<file path="src/rtl/fetch_pkg.sv">
// Shared encodings and reset constants for the instruction-fetch sequencer.
// Optional FETCH_PERF_EN build adds performance counters to fetch_sequencer.
package fetch_pkg;

  localparam logic [31:0] RESET_PC = 32'h0000_3000;

  localparam logic [1:0] SEL_SEQ = 2'b00;
  localparam logic [1:0] SEL_BEQ = 2'b01;
  localparam logic [1:0] SEL_JMP = 2'b10;
  localparam logic [1:0] SEL_JR  = 2'b11;

  typedef enum logic [1:0] {
    S_REQ  = 2'b00,
    S_HOLD = 2'b01,
    S_ERR  = 2'b10
  } fetch_state_t;

  // Only a register-indirect target can be misaligned.
  function automatic logic target_misaligned(input logic [1:0] sel, input logic [31:0] target);
    return (sel == SEL_JR) && (target[1:0] != 2'b00);
  endfunction

endpackage

</file>
<file path="src/rtl/next_pc_calc.sv">
// Combinational redirect-target computation for seq, beq, j/jal and jr.
module next_pc_calc
  import fetch_pkg::*;
(
  input  logic [1:0]  redir_sel,
  input  logic [31:0] redir_pc,
  input  logic        redir_zero,
  input  logic [15:0] redir_imm,
  input  logic [25:0] redir_addr,
  input  logic [31:0] redir_reg,
  output logic [31:0] target
);

  logic [31:0] p4;
  logic [31:0] br_off;

  assign p4     = redir_pc + 32'd4;
  assign br_off = {{14{redir_imm[15]}}, redir_imm, 2'b00};

  always_comb begin
    target = p4;
    case (redir_sel)
      SEL_SEQ: target = p4;
      SEL_BEQ: target = redir_zero ? (p4 + br_off) : p4;
      SEL_JMP: target = {p4[31:28], redir_addr, 2'b00};
      SEL_JR:  target = redir_reg;
      default: target = p4;
    endcase
  end

endmodule

</file>
<file path="src/rtl/fetch_sequencer.sv">
// Multi-cycle fetch controller: owns the PC, runs the imem req/ack handshake and
// hands one instruction at a time to decode. FETCH_PERF_EN adds perf counters.
module fetch_sequencer #(
  parameter logic [31:0] RESET_PC = fetch_pkg::RESET_PC
) (
  input  logic                    clk,
  input  logic                    rst_n,
  output logic                    imem_req,
  output logic [31:0]             imem_addr,
  input  logic                    imem_ack,
  input  logic [31:0]             imem_rdata,
  output logic                    if_valid,
  output logic [31:0]             if_instr,
  output logic [31:0]             if_pc,
  input  logic                    id_ready,
  input  logic                    redir_valid,
  input  logic [1:0]              redir_sel,
  input  logic [31:0]             redir_pc,
  input  logic                    redir_zero,
  input  logic [15:0]             redir_imm,
  input  logic [25:0]             redir_addr,
  input  logic [31:0]             redir_reg,
  output logic                    fetch_err,
`ifdef FETCH_PERF_EN
  output logic [31:0]             perf_fetched,
  output logic [31:0]             perf_squashed,
  output logic [31:0]             perf_stall,
`endif
  output fetch_pkg::fetch_state_t dbg_state
);
  import fetch_pkg::*;

  // Handshakes: imem_req/imem_addr hold until imem_ack; decode takes an
  // instruction on the cycle where if_valid && id_ready are both high.
  fetch_state_t state;
  logic         squash;
  logic [31:0]  pc;
  logic [31:0]  redir_target;
  logic [31:0]  sel_pc;
  logic         bad_target;

  next_pc_calc u_next_pc (
    .redir_sel  (redir_sel),
    .redir_pc   (redir_pc),
    .redir_zero (redir_zero),
    .redir_imm  (redir_imm),
    .redir_addr (redir_addr),
    .redir_reg  (redir_reg),
    .target     (redir_target)
  );

  assign bad_target = redir_valid && target_misaligned(redir_sel, redir_target);
  assign sel_pc     = redir_valid ? redir_target : pc;
  assign dbg_state  = state;

  always_ff @(posedge clk) begin
    if (!rst_n) begin
      state     <= S_REQ;
      pc        <= RESET_PC;
      squash    <= 1'b0;
      imem_req  <= 1'b0;
      imem_addr <= RESET_PC;
      if_valid  <= 1'b0;
      if_instr  <= '0;
      if_pc     <= '0;
      fetch_err <= 1'b0;
    end else begin
      case (state)
        S_REQ: begin
          if (bad_target) begin
            state     <= S_ERR;
            fetch_err <= 1'b1;
            imem_req  <= 1'b0;
            if_valid  <= 1'b0;
            squash    <= 1'b0;
          end else if (!imem_req) begin
            // Request not yet launched: a redirect simply retargets it.
            pc        <= sel_pc;
            imem_addr <= sel_pc;
            imem_req  <= 1'b1;
          end else if (imem_ack) begin
            if (squash || redir_valid) begin
              pc        <= sel_pc;
              imem_addr <= sel_pc;
              squash    <= 1'b0;
            end else begin
              if_instr <= imem_rdata;
              if_pc    <= pc;
              if_valid <= 1'b1;
              pc       <= pc + 32'd4;
              imem_req <= 1'b0;
              state    <= S_HOLD;
            end
          end else if (redir_valid) begin
            // Address must stay stable; pc holds the pending target meanwhile.
            pc     <= redir_target;
            squash <= 1'b1;
          end
        end
        S_HOLD: begin
          if (bad_target) begin
            state     <= S_ERR;
            fetch_err <= 1'b1;
            if_valid  <= 1'b0;
          end else if (redir_valid) begin
            if_valid  <= 1'b0;
            pc        <= redir_target;
            imem_addr <= redir_target;
            imem_req  <= 1'b1;
            state     <= S_REQ;
          end else if (id_ready) begin
            if_valid  <= 1'b0;
            imem_addr <= pc;
            imem_req  <= 1'b1;
            state     <= S_REQ;
          end
        end
        S_ERR: begin
          imem_req  <= 1'b0;
          if_valid  <= 1'b0;
          fetch_err <= 1'b1;
        end
        default: begin
          state     <= S_ERR;
          imem_req  <= 1'b0;
          if_valid  <= 1'b0;
          fetch_err <= 1'b1;
        end
      endcase
    end
  end

`ifdef FETCH_PERF_EN
  logic live_ack;
  assign live_ack = (state == S_REQ) && imem_req && imem_ack && !bad_target;

  always_ff @(posedge clk) begin
    if (!rst_n) begin
      perf_fetched  <= '0;
      perf_squashed <= '0;
      perf_stall    <= '0;
    end else begin
      if (live_ack && !squash && !redir_valid)
        perf_fetched <= perf_fetched + 32'd1;
      if ((live_ack && (squash || redir_valid)) ||
          ((state == S_HOLD) && redir_valid && !id_ready))
        perf_squashed <= perf_squashed + 32'd1;
      if (if_valid && !id_ready)
        perf_stall <= perf_stall + 32'd1;
    end
  end
`endif

endmodule
</file>
<file path="config.mk">
export PLATFORM = sky130hd
export DESIGN_NAME = fetch_sequencer
export DESIGN_NICKNAME = d
export VERILOG_FILES = /design/src/rtl/fetch_pkg.sv /design/src/rtl/next_pc_calc.sv /design/src/rtl/fetch_sequencer.sv
export SDC_FILE = /design/constraint.sdc
export NUM_CORES = 1
export LEC_CHECK = 0
export CORE_ASPECT_RATIO = 1.1
export CORE_MARGIN = 1
export CORE_UTILIZATION = 35
export CTS_CLUSTER_DIAMETER = 80
export DETAILED_ROUTE_END_ITERATION = 10
export GPL_TIMING_DRIVEN = 0
export PLACE_DENSITY = 0.63
export SKIP_LAST_GASP = 1
export SYNTH_ARGS = -nofsm -noshare
export SYNTH_HDL_FRONTEND = slang
export SYNTH_SLANG_ARGS = --single-unit
</file>
<file path="constraint.sdc">
create_clock -name clk -period 4.2 [get_ports clk]
set_input_delay 0.42 -clock clk [delete_from_list [all_inputs] [get_ports clk]]
set_output_delay 0.42 -clock clk [all_outputs]
set_load 0.01 [all_outputs]
</file>
# After elaboration in Yosys (flattened, before gate mapping)
# Index checks and enable logic that the tools add are counted.
# word_totals
reg_bits,134
in_bits,146
output_inout_bits,101
elab_cells,96
# classes
n_addsub,3
eq_ne,16
muxes,48
n_bitwise,3
n_reduce_logical,17
# op_table
operator,n
32-bit 2-to-1 mux,14
32-bit one-hot mux with 2 select lines,2
32-bit one-hot mux with 4 select lines,1
32-bit by 3-bit adder with 32-bit output (second input constant),2
32-bit adder,1
1-bit 2-to-1 mux,21
3-bit inequality test (second input constant),6
2-bit 2-to-1 mux,7
5-bit AND reduction,2
4-bit AND reduction,2
2-bit == test (second input constant),3
2-bit one-hot mux with 3 select lines,1
6-bit AND reduction,1
2-bit nonzero test,3
2-bit by 1-bit == test with 1-bit output (second input constant),2
2-bit zero test,2
2-bit inequality test (second input constant),2
4-bit inequality test (second input constant),1
1-bit one-hot mux with 2 select lines,2
3-bit by 1-bit inequality test with 1-bit output (second input constant),1
1-bit inverter,3
3-bit AND reduction,1
3-bit nonzero test,1
1-bit logical AND,2
4 further kinds,4

# Logic depth before layout (Yosys ltp)
# Gate-level depths: netlist of the first run.
# logic_depth
depth_word,10
ltp_mapped,17
depth_no_buf,16

# Modules after synthesis
# A second synthesis of the first run with hierarchy kept.
# hier_totals
cells_unflattened,1234
area_unflattened_um2,9536.6
# by_module_without_submodules
mod,instances,cells_each,area_each_um2,seq_area_each_um2
fetch_sequencer,1,732,6083.3,2682.6
next_pc_calc,1,502,3453.3,0.0

# Worst setup path after synthesis of the first run
# No wires, ideal clock.
# synth_path
kind,input-to-reg
from,input redir_pc[5]
to,register imem_addr[31]
setup_time_ns,0.074
arrival_ns,3.294
required_time_ns,4.126
slack_ns,0.832
stages,16
n_path_buf,1
path_cell_list,nand3_2 -> or2_1 -> nor3_4 -> nand4_1 -> xnor2_1 -> ha_1 -> clkbuf_1 -> a21o_1 -> a21o_1 -> a211oi_1 -> o21bai_1 -> a21o_1 -> a221oi_2 -> xnor2_1 -> nand3_1 -> a31oi_1
# synth_between
elab_chain_len,10
elab_cells_between_ends,12
classes_between,2 x add/sub; 10 x mux
# synth_rtl
item,line_no,source
from (decl),fetch_sequencer.sv:18,"input logic [31:0] redir_pc,"
32-bit by 3-bit adder with 32-bit output *,next_pc_calc.sv:17,assign p4 = redir_pc + 32'd4;
32-bit adder,next_pc_calc.sv:24,SEL_BEQ: target = redir_zero ? (p4 + br_off) : p4;
32-bit 2-to-1 mux,next_pc_calc.sv:24,
32-bit one-hot mux with 4 select lines *,next_pc_calc.sv:22,case (redir_sel)
32-bit 2-to-1 mux,n/a,
32-bit 2-to-1 mux,fetch_sequencer.sv:82,if (squash || redir_valid) begin
32-bit 2-to-1 mux,fetch_sequencer.sv:81,end else if (imem_ack) begin
32-bit 2-to-1 mux,fetch_sequencer.sv:76,end else if (!imem_req) begin
32-bit 2-to-1 mux,fetch_sequencer.sv:70,if (bad_target) begin
32-bit one-hot mux with 2 select lines *,fetch_sequencer.sv:68,case (state)
to (signal assigned),fetch_sequencer.sv:79,imem_addr <= sel_pc;
to (signal assigned),fetch_sequencer.sv:84,imem_addr <= sel_pc;
to (signal assigned),fetch_sequencer.sv:108,imem_addr <= redir_target;
to (decl),fetch_sequencer.sv:9,"output logic [31:0] imem_addr,"
# Every way passes the cells marked *; elsewhere a longest branch is shown, timed or not. The select of a mux whose other input is x is not followed.
# A chain may end at the register's enable or synchronous reset.

# Worst setup path after layout of the first run
# layout_path
from,input redir_pc[5]
to,register pc[29]
# layout_between
elab_chain_len,10
elab_cells_between_ends,11
classes_between,2 x add/sub; 9 x mux
# layout_rtl
item,line_no,source
32-bit by 3-bit adder with 32-bit output *,next_pc_calc.sv:17,
32-bit adder,next_pc_calc.sv:24,
32-bit 2-to-1 mux,next_pc_calc.sv:24,
32-bit one-hot mux with 4 select lines *,next_pc_calc.sv:22,
32-bit 2-to-1 mux *,"fetch_sequencer.sv:94, fetch_sequencer.sv:105",
32-bit 2-to-1 mux,fetch_sequencer.sv:82,
32-bit 2-to-1 mux,fetch_sequencer.sv:81,
32-bit 2-to-1 mux,fetch_sequencer.sv:76,
32-bit 2-to-1 mux,fetch_sequencer.sv:70,
32-bit one-hot mux with 2 select lines *,fetch_sequencer.sv:68,
to (signal assigned),fetch_sequencer.sv:78,pc <= sel_pc;
to (signal assigned),fetch_sequencer.sv:83,pc <= sel_pc;
to (signal assigned),fetch_sequencer.sv:90,pc <= pc + 32'd4;
to (decl),fetch_sequencer.sv:37,logic [31:0] pc;
# Marks and branches as above.

==> impl_metrics.csv, run 1 <==
group,metric,value,unit
outcome,status,"finished clean",
logic_synthesis,ys_top_cells_by_count,"nand2_1, a21oi_1, dfxtp_1, nor2_1, o21ai_0",
clock_network,hold_buffers,0,
pwr,leakagePower,0.00455,µW
sta,holdWs,0.450,ns
drt,drt_iter0_drc,942,
final_layout,area_growth_syn_to_layout,39.4,%
final_layout,num_antenna_cells,0,
die,rows,60,
logic_synthesis,synthesis.nets,1396,
logic_synthesis,synthDistinctLibCells,79,
placement,dp.final_hpwl,28800,µm
setup_path,setup.reg_to_reg.worst_slack,1.40,ns
sta,fmax,0.246,GHz
logic_synthesis,ys_ff_latch,134,
clock_network,numCtsBuffers,17,
grt,antenna_found_initial,1,
logic_synthesis,yosysMostFrequentCell,"nand2_1",
logic_synthesis,async_flop_share,0,%
die,dieArea,26100,µm²
final_layout,nNetsFinal,1663,
pwr,peakVddDrop,0.000275,V
grt,grt.total_usage,27.8,%
drt,drtPass1Iterations,5,
sta,worst_pin_slew,0.957,ns
logic_synthesis,synthTopCellsByArea,"dfxtp_1, nand2_1, a21oi_1",
drt,wirelength,36300,µm
logic_synthesis,synth.avg_cell_area,7.35,µm²
logic_synthesis,synthCells,1213,
setup_path,path_cells,"clkdlybuf4s50_1 > nand3_4 > or2_4 > nor3_4 > nand2_1 > xnor2_1 > ha_1 > clkbuf_1 > and4_1 > nand2_1 > or2_2 > a21oi_1 > nor4_2 > o21ai_1 > xor2_1 > o2111ai_1 > a31oi_1",
pwr,totalPowerFinal,4040,µW
logic_synthesis,yosysWarningCount,0,
sta,slew_headroom,36.2,%
setup_path,worstPathArrival,4.41,ns
setup_path,path_class,"in2reg",
sta,hold_viol,0,
grt,grt_pass1_wl,55300,µm
clock_network,cts-root-buf,"clkbuf_16",
die,io_pins,247,
clock_network,clk_pin_slew,0.06,ns
clock_network,htreeDepth,4,
setup_path,critPathCaptureType,"flip-flop",
logic_synthesis,synth_top_area_share,30.1,%
logic_synthesis,ys_seq_area_share,30.1,%
pwr,power_density,325,nW/µm²
logic_synthesis,synth_top_cell_by_area,"dfxtp_1",
die,start_util,36.1,%
grt,grt_max_degree,17,
drt,post_drt_wl_per_cell,20.1,µm
clock_network,clkLatencyLatePin,0.42,ns
setup_path,critPathMostFrequentCell,"nand2_1",
drt,via_per_inst,5.58,
grt,overflow,0,
job,maxCapViolations,0,
placement,place.port_buffers,244,
setup_path,worstSetupStartpointType,"input pin",
drt,routed-via-count,10060,
min_path,hold_class,"reg2reg",
drt,drtAntennaViolNets,0,
sta,period_needed,4.06,ns
clock_network,clockBufferDepth,2,
die,fp.dieH,169,µm
die,core-area,24700,µm²
grt,grt_pass1_vias,9764,
logic_synthesis,synth-edff-count,0,
logic_synthesis,synthFlopType,"dfxtp_1",
sta,slew_viol_final,0,
setup_path,max_stage_delay,0.58,ns
sta,finalSetupViolCount,0,
clock_network,cts_sinks,134,
final_layout,drive_gt1_share,6.83,%
logic_synthesis,syn-cell-area,8910,µm²
sta,fin_skew,0.0125,ns
drt,drc_errors,0,
placement,globalplace.congestion,0.980,
clock_network,tritoncts,"done",
setup_path,cp.required,4.55,ns
die,die_w,154,µm
sta,period_share,96.7,%
setup_path,crit_fanout,7,
setup_path,critPathSlowestCell,"clkdlybuf4s50_1",
[area by class of cell]
type | count | area, µm²
inverter | 21 | 78.8
buffer | 77 | 315
fill | 2449 | 12300
tap | 310 | 388
sequential | 134 | 2680
clock buffer | 19 | 443
timing repair buffer | 249 | 2480
clock inverter | 13 | 149
multi-input combinational | 980 | 5890
[power breakdown]
group	switching [µW]	total, µW	internal (µW)
Combinational	616	1100	483
Clock	597	1490	897
Sequential	91.1	1450	1360
[sequential cells by signal, indices dropped and copies added, names as in the netlist]
signal / flops
imem_addr: 32
if_pc: 32
dbg_state: 2
pc: 32
squash: 1
fetch_err: 1
if_valid: 1
if_instr: 32
imem_req: 1
[metrics by stage]
step	setup TNS [ns]	cells	instance area (µm²)	util, %	setup WS, ns
6_report	0	1803	12400	50.3	0.139
2_1_floorplan	0	1213	8910	-	0.832
5_1_grt	-0.0346	1803	12400	50.3	-0.0220
3_5_place_dp	-5.77	1767	11700	47.6	-0.551
3_3_place_gp	-5.08	1767	11700	47.6	-0.534
4_1_cts	0	1801	12400	50.1	0.0128
[path summary, 6_finish.rpt]
path | cells past startpoint | startpoint | to
worst max-delay path | 17 | redir_pc[5] | pc[29]
worst min-delay path | 2 | imem_addr[15] | imem_addr[15]
worst max register to register | 6 | dbg_state[0] | pc[26]
worst min register to register | 2 | imem_addr[15] | imem_addr[15]
[cell usage in the layout (no fill, tap or decap), types with 22 or more instances in the layout]
cell type and n:
o21ai_0 84, xnor2_1 37, clkdlybuf4s50_1 243, nand3_1 47
a31oi_1 22, nor2_1 83, clkbuf_1 52, nand2_1 231
dfxtp_1 134, ha_1 35, a21oi_1 158
[critical path: cells and delay by family]
kind                       cells  cell delay [ns]
buffers and inverters          2             0.87
xor gates and xnor gates       2             0.44
AOI/OAI and AO/OA              4             0.76
adders and majority gates      1             0.29
and+or+nand+nor                8             1.63
[routing by layer]
metal | vias up | global-route usage (%) | part of all wire (%) | wire length (µm)
met4 | 0 | 9.09 | 2.4 | 880
met5 | - | 0 | 0 | 0
li1 | 4911 | - | - | -
met1 | 4658 | 34.6 | 44 | 15800
met3 | 48 | 4.67 | 6.1 | 2230
met2 | 443 | 48.6 | 48 | 17300
[kinds of logic (layout without fill, tap and decap cells)]
group	count (synthesis)	in the layout	synth area share [%]
xor+xnor	52	52	5.19
flops	134	134	30.1
compound gates	391	391	27.3
buf+inv	99	379	4.46
fa+ha+maj	37	37	5.28
simple gates	472	472	24.4
mux	28	28	3.24
[timing repair]
item	in CTS	in global routing
resized for setup	2	10
setup buffers	2	3
endpoints found under the setup margin	5	17
pin swaps	1	5
endpoints found under the hold margin	0	0
gates cloned	0	0
Note: power is estimated with default switching activity, not from simulation.
==> run 2, diff against run 1 <==
--- a/config.mk
+++ b/config.mk
@@ -6,12 +6,11 @@
 export NUM_CORES = 1
 export LEC_CHECK = 0
 export CORE_ASPECT_RATIO = 1.1
-export CORE_MARGIN = 1
+export CORE_MARGIN = 2
 export CORE_UTILIZATION = 35
 export CTS_CLUSTER_DIAMETER = 80
 export DETAILED_ROUTE_END_ITERATION = 10
 export GPL_TIMING_DRIVEN = 0
-export PLACE_DENSITY = 0.63
 export SKIP_LAST_GASP = 1
 export SYNTH_ARGS = -nofsm -noshare
 export SYNTH_HDL_FRONTEND = slang
==> constraint.sdc (replaced) <==
create_clock -name clk -period 5.2 [get_ports clk]
set_input_delay 0.52 -clock clk [delete_from_list [all_inputs] [get_ports clk]]
set_output_delay 0.52 -clock clk [all_outputs]
set_load 0.01 [all_outputs]
==> run 2 against run 1 <==
Sequential cell count unchanged. Highest routed layer is now met5. Global-route usage is 1.2 points lower. Sequential share of layout area grew 0.11 points. Register-to-register slack better by 1.0 ns. Worst setup slack improved by 0.55 ns. Cell count about the same. Via count grew 0.23%.
==> impl_metrics.csv, run 2 (synthesized netlist as in run 1, its figures left out) <==
group,metric,value,unit
outcome,status,"finished clean",
placement,place_area,11800,µm²
min_path,hold_class,"reg2reg",
placement,place.port_buffers,244,
clock_network,clk_pin_slew,0.07,ns
setup_path,worstPathArrival,4.87,ns
die,rows,61,
setup_path,path_class,"in2reg",
final_layout,final_common_cell,"clkdlybuf4s50_1",
clock_network,post_cts_resize_count,0,
drt,wirelength,36200,µm
setup_path,path_buf_inv,1,
final_layout,area_growth_syn_to_layout,38.7,%
setup_path,max_stage_delay,0.60,ns
pwr,swShare,32.1,%
clock_network,cts_sinks,134,
final_layout,nNetsFinal,1659,
sta,finalSetupViolCount,0,
die,dieArea,26800,µm²
grt,grt_pass1_wl,54500,µm
setup_path,cpLargestDelayFamily,"simple AND/OR/NAND/NOR gates",
placement,dp.final_hpwl,28600,µm
setup_path,crit_fanout,8,
pwr,clockPowerShare,38.3,%
clock_network,htreeDepth,4,
pwr,power.switching,1070,µW
clock_network,clkLatencyLatePin,0.42,ns
drt,post_drt_wl_per_cell,20.0,µm
clock_network,hold_buffers,0,
clock_network,cts-root-buf,"clkbuf_16",
pwr,peakVddDrop,0.000218,V
die,core-area,25200,µm²
sta,slew_headroom,34.2,%
grt,grt.total_usage,26.6,%
job,maxCapViolations,0,
grt,overflow,0,
clock_network,clockBufferDepth,2,
pwr,p_comb_share,26.5,%
drt,drtAntennaViolNets,0,
setup_path,path_cells,"clkdlybuf4s50_1 > ha_1 > nand2_1 > nor4_4 > nand3_2 > xnor2_2 > ha_1 > a21o_1 > a31oi_1 > or2_2 > a21oi_1 > nor4_1 > o21ai_1 > xor2_1 > o2111ai_1 > a31oi_1",
sta,hold_viol,0,
sta,fin_skew,0.0114,ns
clock_network,numCtsBuffers,17,
setup_path,worstSetupStartpointType,"input pin",
final_layout,multi_input_area,5830,µm²
pwr,internal_power,2260,µW
setup_path,critPathCaptureType,"flip-flop",
grt,antenna_found_initial,1,
sta,period_needed,4.52,ns
final_layout,num_antenna_cells,0,
setup_path,cp.required,5.55,ns
die,start_util,35.4,%
final_layout,drive_gt1_share,5.84,%
sta,fmax,0.221,GHz
pwr,power_density,269,nW/µm²
setup_path,critPathSlowestCell,"clkdlybuf4s50_1",
sta,worst_pin_slew,0.983,ns
drt,routed-via-count,10083,
placement,globalplace.congestion,0.979,
sta,rsz0062_at_grt,"false",
pwr,pwr-share-seq,35.2,%
grt,grt_pass1_vias,9698,
grt,grt_max_degree,17,
sta,slew_viol_final,0,
sta,setup_tns,0,ns
die,io_pins,247,
drt,drt_iter0_drc,751,
die,fp.dieH,171,µm
drt,drtPass1Iterations,5,
final_layout,final_cell_mix,"clkdlybuf4s50_1, nand2_1, a21oi_1, dfxtp_1",
pwr,totalPowerFinal,3330,µW
drt,via_per_inst,5.59,
die,die_w,156,µm
sta,period_share,86.8,%
clock_network,tritoncts,"done",
clock_network,post-cts-setup-buffer-count,0,
drt,drc_errors,0,
final_layout,n_fill_cell,2606,
pwr,leakagePower,0.00450,µW
final_layout,design_area,12400,µm²
final_layout,ff_latch_area,2680,µm²
[run 2: cell types whose count changed in the layout (fill, tap and decap cells not counted), sizes merged]
cell	previous run	this run
dlymetal6s2s	1	0
clkdlybuf4s50	243	244
buf	31	26
clkbuf	70	71
clkinvlp	3	4
clkinv	6	3
bufinv	2	3
inv	23	24
[run 2: cell type report]
class	instances	area share, %
buffer	78	2.58
clock buffer	19	3.58
clock inverter	13	1.40
inverter	21	0.637
multi-input combinational	980	47.2
sequential	134	21.7
tap	315	3.19
timing repair buffer	244	19.7
[run 2: worst register-to-register path: cells and delay by family, from the launching register on]
| kind | cells | cell delay, ns |
|---|---|---|
| AND/OR/NAND/NOR | 2 | 1.21 |
| AO/OA/AOI/OAI | 2 | 0.51 |
| flip-flops | 1 | 0.34 |
| buffers and inverters | 2 | 0.63 |
[run 2: layer usage]
layer / vias to the layer above / track usage, % / part of all wire (%)
met1: 4661 / 33.1 / 43
met4: 2 / 9.33 / 2.5
met5: - / 0 / 0.022
li1: 4894 / - / -
met2: 464 / 47.1 / 48
met3: 62 / 3.55 / 6.5
[run 2: power groups by stage]
stage / clock [µW] / combinational (µW) / sequential [µW]
5_1_grt: 1330 / 951 / 1180
2_1_floorplan: 0 / 462 / 1190
6_report: 1280 / 880 / 1170
3_5_place_dp: 0 / 867 / 1190
3_3_place_gp: 0 / 865 / 1190
4_1_cts: 1280 / 871 / 1170
[run 2: through the flow]
step	setup WS [ns]	util, %	instances	hold slack [ns]
6_report	0.685	49.1	1804	0.451
5_1_grt	0.385	49.1	1804	0.472
4_1_cts	0.673	49.1	1804	0.454
3_5_place_dp	0.244	46.7	1772	0.445
3_3_place_gp	0.292	46.7	1772	0.441
2_1_floorplan	1.73	-	1213	0.445
[run 2: final timing paths]
check | slack (ns) | depth (start not counted) | to | start
max | 0.68 | 16 | pc[29] | redir_pc[2]
min | 0.45 | 2 | if_instr[12] | if_instr[12]
max reg2reg | 2.44 | 6 | pc[11] | dbg_state[0]
min reg2reg | 0.45 | 2 | if_instr[12] | if_instr[12]
